<file path="src/rtl/muldiv_if.sv">
// Issue/result bundle between EXE and the mult/div sequencer.
// The pipeline side drives requests; the sequencer owns HI/LO.
interface muldiv_if;
    logic        start;
    logic [1:0]  op;
    logic [31:0] src_a;
    logic [31:0] src_b;
    logic        flush;
    logic [1:0]  mt_we;
    logic [31:0] mt_data;
    logic        busy;
    logic        done;
    logic        div_zero;
    logic [31:0] hi;
    logic [31:0] lo;

    modport master (
        output start, op, src_a, src_b, flush, mt_we, mt_data,
        input  busy, done, div_zero, hi, lo
    );

    modport slave (
        input  start, op, src_a, src_b, flush, mt_we, mt_data,
        output busy, done, div_zero, hi, lo
    );
endinterface

</file>
<file path="src/rtl/muldiv_ctrl.sv">
// Iterative MULT/MULTU/DIV/DIVU sequencer and HI/LO owner.
// One shared 34-bit adder serves both shift-add and restoring divide.
module muldiv_ctrl #(
    parameter int STEPS = 32
) (
    input logic     clk,
    input logic     rst,
    muldiv_if.slave bus
);

    typedef enum logic [1:0] {IDLE, RUN, SIGN} state_t;

    state_t      state, state_nx;
    logic [5:0]  cnt;
    logic        is_div, sign_a, sign_b, b_zero;
    logic [31:0] a_raw, opnd, acc_hi, acc_lo;
    logic [31:0] hi_q, lo_q;
    logic        done_q, dz_q;

    logic        accept, mt_ok, step, wb;
    logic        signed_op, neg_a, neg_b;
    logic [31:0] mag_a, mag_b;
    logic [33:0] add_a, add_b, sum;
    logic [32:0] mul_s;
    logic [31:0] hi_n, lo_n;
    logic [63:0] prod, prod_fix;
    logic [31:0] res_hi, res_lo;

    assign accept = (state == IDLE) && bus.start && !bus.flush;
    assign mt_ok  = (state == IDLE) && !bus.start;
    // The extra RUN cycle at cnt == STEPS is idle, so SIGN ends at E0+34.
    assign step   = (state == RUN) && (cnt != 6'(STEPS));
    assign wb     = (state == SIGN) && !bus.flush;

    // Signed ops work on magnitudes; -0x80000000 wraps to itself.
    assign signed_op = ~bus.op[0];
    assign neg_a = signed_op & bus.src_a[31];
    assign neg_b = signed_op & bus.src_b[31];
    assign mag_a = neg_a ? -bus.src_a : bus.src_a;
    assign mag_b = neg_b ? -bus.src_b : bus.src_b;

    // Shared adder: add multiplicand, or subtract divisor from shifted rem.
    always_comb begin
        add_a = is_div ? {1'b0, acc_hi, acc_lo[31]} : {2'b00, acc_hi};
        add_b = is_div ? ~{2'b00, opnd} : {2'b00, opnd};
        sum   = add_a + add_b + {33'd0, is_div};
    end

    // One iteration of either algorithm from the adder result.
    always_comb begin
        mul_s = acc_lo[0] ? sum[32:0] : {1'b0, acc_hi};
        if (is_div) begin
            hi_n = sum[33] ? {acc_hi[30:0], acc_lo[31]} : sum[31:0];
            lo_n = {acc_lo[30:0], ~sum[33]};
        end else begin
            hi_n = mul_s[32:1];
            lo_n = {mul_s[0], acc_lo[31:1]};
        end
    end

    // Sign fix-up and divide-by-zero result for writeback.
    always_comb begin
        prod     = {acc_hi, acc_lo};
        prod_fix = (sign_a ^ sign_b) ? -prod : prod;
        res_hi   = prod_fix[63:32];
        res_lo   = prod_fix[31:0];
        if (is_div) begin
            if (b_zero) begin
                res_hi = a_raw;
                res_lo = 32'hffff_ffff;
            end else begin
                res_hi = sign_a ? -acc_hi : acc_hi;
                res_lo = (sign_a ^ sign_b) ? -acc_lo : acc_lo;
            end
        end
    end

    // State register.
    always_ff @(posedge clk or posedge rst) begin
        if (rst) state <= IDLE;
        else     state <= state_nx;
    end

    // Next-state logic; flush aborts from RUN or SIGN.
    always_comb begin
        state_nx = state;
        unique case (state)
            IDLE:    if (accept) state_nx = RUN;
            RUN: begin
                if (bus.flush)                state_nx = IDLE;
                else if (cnt == 6'(STEPS))    state_nx = SIGN;
            end
            SIGN:    state_nx = IDLE;
            default: state_nx = IDLE;
        endcase
    end

    // Operand latch, iteration datapath, HI/LO and status registers.
    always_ff @(posedge clk or posedge rst) begin
        if (rst) begin
            cnt    <= '0;
            is_div <= 1'b0;
            sign_a <= 1'b0;
            sign_b <= 1'b0;
            b_zero <= 1'b0;
            a_raw  <= '0;
            opnd   <= '0;
            acc_hi <= '0;
            acc_lo <= '0;
            hi_q   <= '0;
            lo_q   <= '0;
            done_q <= 1'b0;
            dz_q   <= 1'b0;
        end else begin
            done_q <= wb;
            if (accept) begin
                is_div <= bus.op[1];
                sign_a <= neg_a;
                sign_b <= neg_b;
                b_zero <= (bus.src_b == 32'd0);
                a_raw  <= bus.src_a;
                cnt    <= '0;
                dz_q   <= 1'b0;
                acc_hi <= '0;
                acc_lo <= bus.op[1] ? mag_a : mag_b;
                opnd   <= bus.op[1] ? mag_b : mag_a;
            end
            if (step) begin
                acc_hi <= hi_n;
                acc_lo <= lo_n;
                cnt    <= cnt + 6'd1;
            end
            if (wb) begin
                hi_q <= res_hi;
                lo_q <= res_lo;
                dz_q <= is_div & b_zero;
            end else if (mt_ok) begin
                if (bus.mt_we[1]) hi_q <= bus.mt_data;
                if (bus.mt_we[0]) lo_q <= bus.mt_data;
            end
        end
    end

    assign bus.busy     = (state != IDLE);
    assign bus.done     = done_q;
    assign bus.div_zero = dz_q;
    assign bus.hi       = hi_q;
    assign bus.lo       = lo_q;

endmodule

</file>
<file path="src/flat_wrapper.sv">
// flat-port wrapper written by rule: the top's interface ports become plain ports
module muldiv_ctrl_flat 
#(
    parameter int STEPS = 32
)
  (clk, rst, bus_start, bus_op, bus_src_a, bus_src_b, bus_flush, bus_mt_we, bus_mt_data, bus_busy, bus_done, bus_div_zero, bus_hi, bus_lo);
  muldiv_if bus_i ();
  input logic clk;
  input logic rst;
  input wire logic [$bits(bus_i.start)-1:0] bus_start;
  input wire logic [$bits(bus_i.op)-1:0] bus_op;
  input wire logic [$bits(bus_i.src_a)-1:0] bus_src_a;
  input wire logic [$bits(bus_i.src_b)-1:0] bus_src_b;
  input wire logic [$bits(bus_i.flush)-1:0] bus_flush;
  input wire logic [$bits(bus_i.mt_we)-1:0] bus_mt_we;
  input wire logic [$bits(bus_i.mt_data)-1:0] bus_mt_data;
  output wire logic [$bits(bus_i.busy)-1:0] bus_busy;
  output wire logic [$bits(bus_i.done)-1:0] bus_done;
  output wire logic [$bits(bus_i.div_zero)-1:0] bus_div_zero;
  output wire logic [$bits(bus_i.hi)-1:0] bus_hi;
  output wire logic [$bits(bus_i.lo)-1:0] bus_lo;
  assign bus_i.start = bus_start;
  assign bus_i.op = bus_op;
  assign bus_i.src_a = bus_src_a;
  assign bus_i.src_b = bus_src_b;
  assign bus_i.flush = bus_flush;
  assign bus_i.mt_we = bus_mt_we;
  assign bus_i.mt_data = bus_mt_data;
  assign bus_busy = bus_i.busy;
  assign bus_done = bus_i.done;
  assign bus_div_zero = bus_i.div_zero;
  assign bus_hi = bus_i.hi;
  assign bus_lo = bus_i.lo;
  muldiv_ctrl #(.STEPS(STEPS)) u_core (.clk(clk), .rst(rst), .bus(bus_i));
endmodule
</file>
<file path="config.mk">
export PLATFORM = sky130hd
export DESIGN_NAME = muldiv_ctrl_flat
export DESIGN_NICKNAME = d
export VERILOG_FILES = /design/src/rtl/muldiv_if.sv /design/src/rtl/muldiv_ctrl.sv /design/src/flat_wrapper.sv
export SDC_FILE = /design/constraint.sdc
export NUM_CORES = 1
export LEC_CHECK = 0
export ABC_AREA = 1
export CAP_MARGIN = 20
export CORE_ASPECT_RATIO = 2
export CORE_UTILIZATION = 46
export DETAILED_ROUTE_END_ITERATION = 8
export PLACE_DENSITY = 0.66
export RECOVER_POWER = 25
export REMOVE_ABC_BUFFERS = 1
export SLEW_MARGIN = 40
export SYNTH_ARGS = -nofsm -noshare
export SYNTH_HDL_FRONTEND = slang
export SYNTH_SLANG_ARGS = --single-unit
export TNS_END_PERCENT = 5
</file>
<file path="constraint.sdc">
create_clock -name clk -period 9.96 [get_ports clk]
set_clock_uncertainty 0.1 [all_clocks]
set_input_delay 1.992 -clock clk [delete_from_list [all_inputs] [get_ports clk]]
set_output_delay 1.992 -clock clk [all_outputs]
set_load 0.01 [all_outputs]
</file>
### Yosys cells after proc, flatten, opt, wreduce, memory -nomap -nowiden

Cells that the tools add are included.

| cells by class | value |
|---|---|
| reductions and logical operators | 18 |
| bitwise gates (word level) | 7 |
| multiplexer cells | 35 |
| $add $sub $neg | 8 |
| eq/ne operators | 6 |

Operators with widths:

| operator | count |
|---|---|
| 32-bit 2-to-1 mux | 23 |
| 32-bit negation | 4 |
| 33-bit 2-to-1 mux | 2 |
| 64-bit 2-to-1 mux | 1 |
| 64-bit negation | 1 |
| 34-bit by 1-bit adder with 34-bit output | 1 |
| 34-bit adder | 1 |
| 34-bit 2-to-1 mux | 1 |
| 32-bit NOT with 34-bit output | 1 |
| 32-bit zero test | 1 |
| 6-bit 2-to-1 mux | 2 |
| 2-bit nonzero test | 6 |
| 6-bit by 1-bit adder with 6-bit output (second input constant) | 1 |
| 6-bit == test (second input constant) | 1 |
| 2-bit 2-to-1 mux | 3 |
| 6-bit inequality test (second input constant) | 1 |
| 2-bit AND reduction | 3 |
| 1-bit logical AND | 5 |
| 2-bit case mux with 2 select lines | 1 |
| 1-bit bitwise AND | 3 |
| 3-bit inequality test (second input constant) | 1 |
| 2-bit by 1-bit == test with 1-bit output (second input constant) | 1 |
| 2-bit == test (second input constant) | 1 |
| 1-bit zero test | 2 |
| 5 further kinds | 7 |

| word-level totals | value |
|---|---|
| bits in registers | 206 |

### Longest topological paths before layout

| logic depth | value |
|---|---|
| depth in word-level cells | 7 |
| depth in mapped cells | 23 |

### Worst setup path after synthesis

Ideal clock, no wire load.

| timing | value |
|---|---|
| path kind | input -> register |
| start | input bus_src_a[0] |
| end | register u_core.opnd[30] |
| library setup time | 124 ps |
| data required time | 9,736 ps |
| arrival | 3,272 ps |
| cell stages on the path | 10 |
| path slack | 6,463 ps |
| cell sequence | inv_1 ha_1 nand3_1 nor2_1 nand2_1 o21ai_0 o21ai_0 xor2_1 nand2_1 nand2_1 |

| between the ends | value |
|---|---|
| longest elaborated chain between the ends | 3 |

RTL lines:

| item | line | text |
|---|---|---|
| start, declared | flat_wrapper.sv:12 | `input wire logic [$bits(bus_i.src_a)-1:0] bus_src_a;` |
| 32-bit negation | muldiv_ctrl.sv:39 | `assign mag_a = neg_a ? -bus.src_a : bus.src_a;` |
| 32-bit 2-to-1 mux | muldiv_ctrl.sv:39 |  |
| 32-bit 2-to-1 mux | muldiv_ctrl.sv:126 | `opnd <= bus.op[1] ? mag_b : mag_a;` |
| end signal, assigned | muldiv_ctrl.sv:126 |  |
| end, declared | muldiv_ctrl.sv:16 | `logic [31:0] a_raw, opnd, acc_hi, acc_lo;` |

Every way passes these cells.
A chain may end at the register's enable or synchronous reset.

### Final worst setup path

| timing | value |
|---|---|
| start | input bus_flush |
| end | register u_core.lo_q[15] (netlist: u_core.bus.lo[15]) |

| between the ends | value |
|---|---|
| longest elaborated chain between the ends | 4 |
| elaborated cells between the ends (all ways) | 6 |

RTL lines:

| item | line | text |
|---|---|---|
| start, declared | flat_wrapper.sv:14 | `input wire logic [$bits(bus_i.flush)-1:0] bus_flush;` |
| 1-bit zero test (*) | muldiv_ctrl.sv:33 | `assign wb = (state == SIGN) && !bus.flush;` |
| 1-bit logical AND (*) | muldiv_ctrl.sv:33 |  |
| 2-bit nonzero test (no line) | - |  |
| 2-bit AND reduction (no line) | - |  |
| end signal, assigned | muldiv_ctrl.sv:135 | `lo_q <= res_lo;` |
| end signal, assigned | muldiv_ctrl.sv:139 | `if (bus.mt_we[0]) lo_q <= bus.mt_data;` |
| end, declared | muldiv_ctrl.sv:17 | `logic [31:0] hi_q, lo_q;` |

Mark *: on every way between the ends. The rest lies on a longest branch, timed or not.

==> qor.txt <==
======================================================================================
Status                                                                    finished, violations left
Violated checks                                                           max-capacitance violations, max-slew violations
Average wire length per cell after detail routing                             23.46 um
Area enclosed by the die boundary                                           40,340 um2
Tightest slew margin relative to the limit                                      -1.443
Aggregate global routing overflow                                                    0
Net count of the finished layout                                                 3,179
Worst Path Class, Setup                                                         in2reg
Startpoint type of the worst setup path                                   primary input
Syn Std Cell Area                                                           18,170 um2
Number of distinct standard cells referenced by the synthesized netlist             51
Chip Height                                                                   283.1 um
Setup repair after global routing missed its margin                              false
Num CTS Buffers                                                                     21
Remaining design rule violation count                                                0
Per-cell via count in the routed design                                          5.852
Cell count after synthesis                                                       2,961
Areal power density over the cells                                        273.5 nW/um2
Endpoints failing setup                                                              0
Hold buffer count at CTS                                                             0
Cells resized by post-CTS repair                                                     0
Clock transition at path regs                                                  0.07 ns
Part of the Yosys area used for sequential elements                             0.2837
Number of optimization iterations in the first detailed-route pass                   6
First-pass GRT wire length                                                    126.0 mm
Area growth from synthesis to layout                                            14.73%
Routability-driven placement congestion ratio                                    1.080
Share of synthesized registers carrying an async set or reset                    1.000
Ratio of cells with drive above 1 in the final layout                          0.03965
Final number of hold-violating endpoints                                             0
Critical Path RT                                                              10.31 ns
FMAX                                                                         154.0 MHz
Largest vdd supply drop                                                      0.2372 mV
Class of the tightest hold or removal check                                    reg2reg
Global routing usage summed across all routing layers                           0.4233
Final Util                                                                      0.5373
Average footprint of a synthesized cell                                      6.136 um2
Slew at the pin closest to its max-slew limit                                 3.645 ns
Post-Route WL                                                                 83.82 mm
Clock insertion delay at the later pin of the skew report                      0.55 ns
Time the worst path needs with I/O delays and setup                           6.495 ns
Post-CTS Setup Inserts                                                               0
Fill cells                                                                       4,067
Violation count after the first detailed-routing iteration                       1,921
Antenna violations before repair                                                     2
Max-cap violations                                                                   3
Num Clock Sinks                                                                    206
CTS H-tree lvls                                                                      1
Root Buffer                                                               sky130_fd_sc_hd__clkbuf_16
Worst Path Arrival                                                             6.85 ns
Final antenna-violating net count                                                    0
Count of vias placed by the detailed router                                     20,908
Maximum clock path buffer count                                                      3
Largest net degree at the start of global routing                                   83
Syn. warnings                                                                        0
Main flop type after synthesis                                            sky130_fd_sc_hd__dfrtp_1
Core area                                                                   38,800 um2
CTS tree                                                                           yes
Leak Pwr                                                                      10.03 nW
Area of the multi-input gates                                               11,250 um2
Num ports                                                                          171
Detailed placement HPWL                                                       65.28 mm
Max-slew violation count                                                           163
Endpoint class of the critical path                                               flop
Combined flip-flop and latch cell area                                        5159 um2
Crit share post-route                                                           0.6521
Number of register bits inferred by synthesis                                      206
Number of flops mapped to enable cells by yosys                                      0
Site Rows                                                                          102
Via count of the first global-routing pass                                      20,812
Starting density of the core                                                    0.4683
Die X                                                                         142.5 um
Maximum fanout encountered on the critical timing path                              60
Final sum of negative setup slack                                                 0 ns
Count of port buffers added during placement                                       170
======================================================================================
## flip-flops by register name, summed over array words and instances, names as in the netlist
signal	cells
u_core.a_raw	32
u_core.acc_hi	32
u_core.acc_lo	32
u_core.b_zero	1
u_core.bus.div_zero	1
u_core.bus.done	1
u_core.bus.hi	32
u_core.bus.lo	32
u_core.cnt	6
u_core.is_div	1
u_core.opnd	32
u_core.sign_a	1
u_core.sign_b	1
u_core.state	2
## critical path, cell delays in order
cell	delay, ns
sky130_fd_sc_hd__dlygate4sd3_1	0.61
sky130_fd_sc_hd__nor3_4	0.17
sky130_fd_sc_hd__clkbuf_1	1.92
sky130_fd_sc_hd__clkinv_1	0.29
sky130_fd_sc_hd__buf_4	0.43
sky130_fd_sc_hd__nor2_1	0.41
sky130_fd_sc_hd__inv_1	0.37
sky130_fd_sc_hd__nand2_1	0.27
sky130_fd_sc_hd__inv_1	0.14
sky130_fd_sc_hd__a31oi_1	0.19
## stage by stage
stage	instances	total power, mW	setup slack [ns]	cell area, um2	hold WS, ns
floorplan	2819	3.466	2.244	17530	0.3422
global placement	3534	4.679	4.503	20090	0.3644
CTS	3572	5.593	5.055	20840	0.3862
finish	3573	5.702	3.465	20850	0.3866
global route	3572	6.090	3.230	20840	0.4083
detailed placement	3534	4.710	4.664	20110	0.3700
## metal layers
metal / up-vias / GRT usage / routed length (um)
met5: - / 0 / 27
met4: 4 / 0.4019 / 9380
met3: 387 / 0.06473 / 5625
li1: 9796 / - / -
met1: 9650 / 0.4330 / 27980
met2: 1071 / 0.7235 / 40810
## cells by family (layout without fill, tap and decap cells)
kind of cell,count (synthesis),in the layout,synth area share
DFF,206,206,0.2837
buffers and inverters,447,538,0.09820
AOI/OAI and AO/OA,578,578,0.1757
and+or+nand+nor,1578,1578,0.3609
other,0,1,0
xor gates and xnor gates,114,114,0.05496
adders and majority gates,38,38,0.02658
## cells in the mapped netlist, drive strengths merged (31+ instances only)
| cell | number | area (um2) |
|---|---|---|
| ha | 37 | 462.9 |
| buf | 62 | 336.6 |
| nor3 | 31 | 195.2 |
| nand4 | 34 | 212.7 |
| o21ai | 277 | 1398 |
| inv | 302 | 1136 |
| clkbuf | 80 | 300.3 |
| nor2 | 300 | 1174 |
| o211ai | 34 | 255.2 |
| xor2 | 106 | 928.4 |
| a21oi | 186 | 934.7 |
| nand3 | 233 | 1181 |
| dfrtp | 206 | 5155 |
| nand2 | 951 | 3580 |
## cell usage in the layout (no fill, tap or decap), drive strengths merged, types with 2 or more instances in the layout
cell	instances
nand2	951
inv	301
nor2	300
o21ai	277
nand3	233
dfrtp	206
a21oi	186
clkdlybuf4s50	168
xor2	106
ha	37
nand4	34
o211ai	34
nor3	31
clkbuf	30
o22ai	27
buf	23
nand3b	14
o221ai	11
o2111ai	10
clkinv	10
a31oi	8
xnor2	8
or2	7
o31ai	7
o21bai	6
nor4	4
a21o	3
a22oi	3
bufinv	3
and3	2
a32o	2
dlygate4sd3	2
and2	2
## worst paths after layout
kind | startpoint | endpoint | slack (ns) | cells after the start
min | u_core.a_raw[9] | u_core.a_raw[9] | 0.39 | 2
max in group asynchronous | rst | u_core.is_div | 5.11 | 3
min reg2reg | u_core.a_raw[9] | u_core.a_raw[9] | 0.39 | 2
max reg2reg | u_core.state[0] | u_core.bus.lo[15] | 5.08 | 9
max | bus_flush | u_core.bus.lo[15] | 3.47 | 10
min in group asynchronous | rst | u_core.bus.lo[5] | 2.85 | 2
## report_power, final
part / switching [mW] / internal [mW]
Combinational: 2.35 / 1.08
Sequential: 0.345 / 1.05
Clock: 0.371 / 0.504
Total: 3.06 / 2.64
## area by class of cell
cell class                 count  area share
multi-input combinational   2308      0.5399
sequential                   206      0.2475
timing repair buffer         195     0.09082
inverter                     305     0.05528
tap                          520     0.03121
clock buffer                  28     0.02887
clock inverter                10    0.006363
antenna                        1   0.0001200
Power figures use the tool's default switching activity.
